### src/rtl/jk_excitation_driver.sv
// JK flip-flop bank excitation driver: buffers target words and drives J/K until q matches.
// Optional JK_TOGGLE_PREF_EN: changing bits are driven as toggles (j=k=1) instead of set/reset.
module jk_excitation_driver #(
    parameter int W         = 5,
    parameter int DEPTH     = 4,
    parameter int MAX_RETRY = 2
) (
    input  logic         clk,
    input  logic         rst,
    input  logic         in_valid,
    output logic         in_ready,
    input  logic [W-1:0] in_data,
    input  logic [W-1:0] q_fb,
    output logic [W-1:0] j,
    output logic [W-1:0] k,
    output logic         busy,
    output logic         done,
    output logic         err
);

    localparam int AW = (DEPTH > 1) ? $clog2(DEPTH) : 1;
    localparam int CW = $clog2(DEPTH + 1);
    localparam int RW = (MAX_RETRY > 0) ? $clog2(MAX_RETRY + 1) : 1;

    typedef enum logic [1:0] {
        IDLE  = 2'd0,
        DRIVE = 2'd1,
        CHECK = 2'd2
    } state_t;

    state_t         state;
    logic [W-1:0]   mem [DEPTH];
    logic [AW-1:0]  wr_ptr;
    logic [AW-1:0]  rd_ptr;
    logic [CW-1:0]  count;
    logic [W-1:0]   tgt_r;
    logic [RW-1:0]  retry_cnt;

    logic           push;
    logic           pop;
    logic [W-1:0]   sel_tgt;
    logic [W-1:0]   ex_j;
    logic [W-1:0]   ex_k;

    assign in_ready = (count != CW'(DEPTH));
    assign push     = in_valid && in_ready;
    assign pop      = (state == IDLE) && (count != '0);
    assign busy     = (state != IDLE);

    // In IDLE the excitation is built from the word about to be popped, otherwise from the held target.
    always_comb begin
        sel_tgt = (state == IDLE) ? mem[rd_ptr] : tgt_r;
`ifdef JK_TOGGLE_PREF_EN
        ex_j = q_fb ^ sel_tgt;
        ex_k = q_fb ^ sel_tgt;
`else
        ex_j = sel_tgt & ~q_fb;
        ex_k = q_fb & ~sel_tgt;
`endif
    end

    always_ff @(posedge clk) begin
        if (push) begin
            mem[wr_ptr] <= in_data;
        end
    end

    always_ff @(posedge clk or posedge rst) begin
        if (rst) begin
            wr_ptr <= '0;
            rd_ptr <= '0;
            count  <= '0;
        end else begin
            if (push) begin
                wr_ptr <= wr_ptr + AW'(1);
            end
            if (pop) begin
                rd_ptr <= rd_ptr + AW'(1);
            end
            case ({push, pop})
                2'b10:   count <= count + CW'(1);
                2'b01:   count <= count - CW'(1);
                default: count <= count;
            endcase
        end
    end

    // Drive for one cycle, check on the next, and re-drive from the fresh q until the retry budget runs out.
    always_ff @(posedge clk or posedge rst) begin
        if (rst) begin
            state     <= IDLE;
            j         <= '0;
            k         <= '0;
            done      <= 1'b0;
            err       <= 1'b0;
            tgt_r     <= '0;
            retry_cnt <= '0;
        end else begin
            done <= 1'b0;
            err  <= 1'b0;
            case (state)
                IDLE: begin
                    if (pop) begin
                        tgt_r     <= mem[rd_ptr];
                        j         <= ex_j;
                        k         <= ex_k;
                        retry_cnt <= '0;
                        state     <= DRIVE;
                    end else begin
                        j <= '0;
                        k <= '0;
                    end
                end
                DRIVE: begin
                    j     <= '0;
                    k     <= '0;
                    state <= CHECK;
                end
                CHECK: begin
                    if (q_fb == tgt_r) begin
                        done  <= 1'b1;
                        state <= IDLE;
                    end else if (retry_cnt < RW'(MAX_RETRY)) begin
                        retry_cnt <= retry_cnt + RW'(1);
                        j         <= ex_j;
                        k         <= ex_k;
                        state     <= DRIVE;
                    end else begin
                        err   <= 1'b1;
                        state <= IDLE;
                    end
                end
                default: begin
                    j     <= '0;
                    k     <= '0;
                    state <= IDLE;
                end
            endcase
        end
    end

endmodule

### config.mk
export PLATFORM = sky130hd
export DESIGN_NAME = jk_excitation_driver
export DESIGN_NICKNAME = d
export VERILOG_FILES = /design/src/rtl/jk_excitation_driver.sv
export SDC_FILE = /design/constraint.sdc
export NUM_CORES = 1
export LEC_CHECK = 0
export ABC_AREA = 0
export BUFFER_PORTS_ARGS = -buffer_cell sky130_fd_sc_hd__buf_2
export CAP_MARGIN = 20
export CORE_ASPECT_RATIO = 2
export CORE_MARGIN = 3
export CORE_UTILIZATION = 35
export CTS_CLUSTER_DIAMETER = 60
export DETAILED_ROUTE_END_ITERATION = 8
export GPL_TIMING_DRIVEN = 0
export PLACE_DENSITY = 0.66
export SLEW_MARGIN = 25
export SYNTH_ARGS = -nofsm -noshare
export SYNTH_HDL_FRONTEND = slang
export SYNTH_SLANG_ARGS = --single-unit
### constraint.sdc
create_clock -name clk -period 2.1 [get_ports clk]
set_clock_uncertainty 0.05 [all_clocks]
set_input_delay 0 -clock clk [delete_from_list [all_inputs] [get_ports clk]]
set_output_delay 0 -clock clk [all_outputs]
set_load 0.02 [all_outputs]
* After elaboration in Yosys (flattened, before gate mapping)
Memories as Yosys holds them, arrays and structs flattened. Cells that the tools add are included.
Word-level totals: flip-flop bits (word level) 28, RAM bits 20, input bits 13, logic and storage cells 65, memories 1
Memories:
- mem | words 4, width 5, rd ports 1, clocked after memory_dff 0, wr ports 1, line 32 | logic [W-1:0] mem [DEPTH];
Cells by class: $add $sub $neg 5, magnitude comparators 1, eq/ne operators 9, mux-type cells 25, bitwise gates (word level) 4, reduce and logical (&&, ||, !) cells 10
Operator list (number):
- two-way mux 5 bit | 7
- case mux 5 bit (2 select lines) | 2
- AND 5 bit | 2
- inverter 5 bit | 2
- two-way mux 1 bit | 9
- two-way mux 2 bit | 4
- adder 2 x 1 -> 2 bit (second input constant) | 3
- != test 2 bit (second input constant) | 3
- case mux 2 bit (3 select lines) | 1
- case mux 3 bit (2 select lines) | 1
- nonzero test 2 bit | 3
- equality test 5 bit | 1
- equality test 2 x 1 -> 1 bit (second input constant) | 2
- equality test 2 bit (second input constant) | 2
- case mux 2 bit (2 select lines) | 1
- AND reduction 2 bit | 2
- AND reduction 4 bit | 1
- adder 3 x 1 -> 3 bit (second input constant) | 1
- != test 3 bit (second input constant) | 1
- nonzero test 3 bit | 1
- subtractor 3 x 1 -> 3 bit (second input constant) | 1
- logical AND 1 bit | 2
- zero test 2 bit | 1
- less-than comparator 2 bit (second input constant) | 1

* Logic depth before layout (Yosys ltp)
depth in word-level cells 7, mapped depth 10, depth with buffers taken out 10

* Worst setup path before layout
Ideal clock, no wire load.
kind reg-to-reg, start register count[0], end register count[2], setup time 0.079 ns, data arrival time 2.033 ns, path slack -0.063 ns, stages on the path, launching flop included 11, buffers on the path 0, path through dfrtp_1 -> inv_1 -> nand3_1 -> and2_1 -> inv_1 -> ha_1 -> inv_1 -> fa_1 -> xor2_1 -> nor2_1 -> xor2_1
Between the ends: word-level cells in the longest chain between the ends 4, elaborated cells between the ends (all ways) 10, classes of those cells add/sub: 2; eq/ne: 3; mux: 1; reduce/logical: 4
Ends and longest elaborated chain:
- from (decl) | line 35 | logic [CW-1:0] count;
- from (signal assigned) | line 81 | 2'b10: count <= count + CW'(1);
- from (signal assigned) | line 82 | 2'b01: count <= count - CW'(1);
- from (signal assigned) | line 83 | default: count <= count;
- != test 3 bit (*) | line 45 | assign in_ready = (count != CW'(DEPTH));
- via in_ready | line 11 | output logic in_ready,
- logical AND 1 bit (*) | line 46 | assign push = in_valid && in_ready;
- equality test 2 x 1 -> 1 bit / equality test 2 bit (equally long branches) | line 80 | case ({push, pop})
- case mux 3 bit (2 select lines) / nonzero test 2 bit (equally long branches)
Mark *: on every way through the listed nets, which the timed path passes. The rest lies on a longest branch. A chain may end at the register's enable or synchronous reset.

* Final worst setup path
start register count[2], end register k[4]
Between the ends: word-level cells in the longest chain between the ends 4
Ends and longest elaborated chain:
- nonzero test 3 bit | line 47 | assign pop = (state == IDLE) && (count != '0);
- logical AND 1 bit | line 47
- two-way mux 5 bit | line 103 | if (pop) begin
- case mux 5 bit (2 select lines) | line 101 | case (state)
- to (signal assigned) | line 106 | k <= ex_k;
- to (signal assigned) | line 126 | k <= ex_k;
- to (decl) | line 15 | output logic [W-1:0] k,
Every way passes these cells.

==> flow_summary.ini <==
[timing]
setup_viol = 0
post-route-min-period_ns = 2.02
tightest_slew_ns = 0.584
fin_crit_sh_pct = 96.0
fmax_ghz = 0.496
relSlewSlack_pct = 61.0
hold_viol = 0
setup_tns_ns = 0
hold_ws_ns = 0.0350
rsz0062_at_grt = false
slew_violations = 0

[setup_path]
reg2regPathDepth = 6
path_cells = o31a_1, buf_6, buf_4, or3_4, buf_6, a32o_1
cp.required_ns = 2.22
r2r_slack_ns = 0.08
startpoint_type = flop
crit_path_end_kind = flop
critPathMaxStageDelay_ns = 0.43
cp_num_buf_inv = 3
critPathTopFamily = compound AO/OA/AOI/OAI gates
timing.rr.start = count[2]
crit_type = flop to flop
cp_common_cell = buf_6
cp_max_fo = 10
arrival_ns = 2.13
slowest_stage = dfrtp_1
worstReg2RegEnd = k[4]

[power_and_ir_drop]
ir_drop_mv = 0.619
power_mw = 4.04
p_per_area_mw_per_mm2 = 1550
cellLeakagePower_nw = 1.12

[floorplanning]
die_h_um = 115
core-area_mm2 = 0.00576
rows = 39
initial_core_util_pct = 36.3
die_x_um = 60.6
die_area_mm2 = 0.00699
io_pins = 27

[logic_synthesis]
netlist_area_mm2 = 0.00209
ys_seq_area_share_pct = 62.3
synth_seq_cells = 48
syn_inst = 139
synth.distinct_cells = 31
synth_top_family_by_area = multiplexers
synth_xor_area_share_pct = 4.61
synth_mux_area_share_pct = 11.5
synth_warnings = 0
synth_compound_area_share_pct = 7.61
synthAdderAreaFrac_pct = 3.95
synthSimpleGateAreaFrac_pct = 6.53
syn-num-nets = 158
avgSynthCellArea_um2 = 15.0

[route]
drc = 0
top_layer = met4
finalWirelength_um = 3540
avgViaCountPerCell = 4.91
num_vias = 1218
drtPass1Iterations = 4
routed-wl-met2_um = 2120
antenna_left = 0
wl_met1_um = 1240
wl_per_cell_um = 14.3
drtIter0Drc = 21
wl_met3_um = 104

[global_routing]
antenna_found_initial = 0
grt_pass1_wl_um = 5870
grt_remaining_overflow = 0
grt_max_degree = 29
grt_pass1_vias = 1255
grt_usage_pct = 11.4

[clocking]
cts-buffers-inserted = 5
clock_sinks = 48
cts_tree = yes
cts.clk_slew.worst_paths_ns = 0.06
clock_path_buffers = 2
insertion_delay_ns = 0.28
cts.htree.levels = 2
cts_root_buf = clkbuf_16

[place]
post-dp-hpwl_um = 2710
place.gp.congestion = 0.705
io_buffers = 26

[layout]
final_layout_size_suffix_gt1_share_pct = 36.4
syn_to_final_growth_pct = 24.6
num-nets-final = 205
utilization_pct = 45.2
mostFrequentLayoutCells = buf_2, dfrtp_1, edfxtp_1
antenna_cells = 0

[min_path]
hold-path-endpoint = wr_ptr[0]
min_from = in_valid
hp-class = input pin to flop
whs_path_depth = 3

[outcome]
outcome = complete, no violations

[run]
drv_cap = 0
-- worst max-delay path by stage --
| stage | startpoint | end | slack (ns) | cells after the start |
|---|---|---|---|---|
| finish | count[2] | k[4] | 0.08 | 6 |
| floorplan | count[0] | count[2] | 0.05 | 10 |
| detailed placement | state[1] | count[2] | -0.12 | 9 |
| CTS | count[0] | count[2] | 0.005 | 10 |
| global route | count[2] | k[1] | 0.001 | 6 |
| global placement | state[1] | count[2] | -0.08 | 9 |
-- synth_stat cells --
master    instances  area (µm²)
o31a_1            1        8.76
and3_1            6        37.5
a31o_2            2        17.5
buf_6             2        22.5
and2_1            4        25.0
a32o_1            5        50.1
nor2b_1           2        12.5
mux2i_1           6        60.1
dfrtp_1          28         701
clkbuf_1          2        7.51
o21ai_0           1        5.00
ha_1              5        62.6
inv_1            10        37.5
a31oi_1           1        6.26
edfxtp_1         20         601
a22o_2            5        50.1
fa_1              1        20.0
nand3_1           1        5.00
xor2_1            3        26.3
mux2_2            6        67.6
buf_2             1        5.00
a21oi_1           1        5.00
nor2_1            7        26.3
xnor2_1           8        70.1
a211o_1           1        8.76
mux4_2            5         113
nand2_1           1        3.75
or3b_2            1        8.76
a21boi_0          1        7.51
nor2_2            1        6.26
or3_4             1        11.3
-- where the power goes --
group / switching, mW / internal (mW) / total (mW) / leakage [nW]
sequential: 0.202 / 1.33 / 1.53 / 0.536
clock: 0.318 / 0.439 / 0.757 / 0.0669
combinational: 0.888 / 0.859 / 1.75 / 0.522
-- state kept, by name (all words and copies together) (netlist names) --
register / count
count: 3
done: 1
err: 1
j: 5
k: 5
mem: 20
rd_ptr: 2
retry_cnt: 2
state: 2
tgt_r: 5
wr_ptr: 2
-- routing by layer --
metal	global-route usage [%]	up-vias
li1	-	601
met1	11.3	595
met2	21.7	18
met3	2.36	4
met4	4.34	0
met5	0	-
-- cell families after synthesis --
kind of cell               count (synthesis)
AOI/OAI and AO/OA                         18
xor gates and xnor gates                  11
adders and majority gates                  6
buffers and inverters                     15
DFF                                       48
muxes                                     17
and+or+nand+nor                           24
-- per-stage QoR --
| step | instance area, µm² | setup slack (ns) | std cells |
|---|---|---|---|
| 2_1_floorplan | 2100 | 0.0509 | 139 |
| 3_3_place_gp | 2300 | -0.0813 | 226 |
| 3_5_place_dp | 2300 | -0.124 | 226 |
| 4_1_cts | 2560 | 0.00510 | 246 |
| 5_1_grt | 2600 | 0.00146 | 248 |
| 6_report | 2600 | 0.0835 | 248 |
-- repair_timing --
| action | 4_1_cts | 5_1_grt |
|---|---|---|
| endpoints found under the hold margin | 53 | 0 |
| pin swaps | 1 | 2 |
| buffers inserted | 1 | 2 |
| hold buffers | 11 | 0 |
| gates resized for setup | 0 | 8 |
| setup endpoints to repair | 1 | 1 |
-- area by class of cell --
type	instances	area, µm²
flip-flops and latches	48	1300
clock buffers	6	129
fillers	554	3160
plain buffers	5	35.0
repair buffers	40	263
well taps	61	76.3
inverters	10	37.5
clock inverters	2	12.5
multi-input cells	76	747
-- worst reg2reg max path, cell delays in order, from the launching register on --
cell,delay [ns]
dfrtp_1,0.43
o31a_1,0.32
buf_6,0.12
buf_4,0.17
or3_4,0.41
buf_6,0.16
a32o_1,0.24
Power figures use the tool's default switching activity.
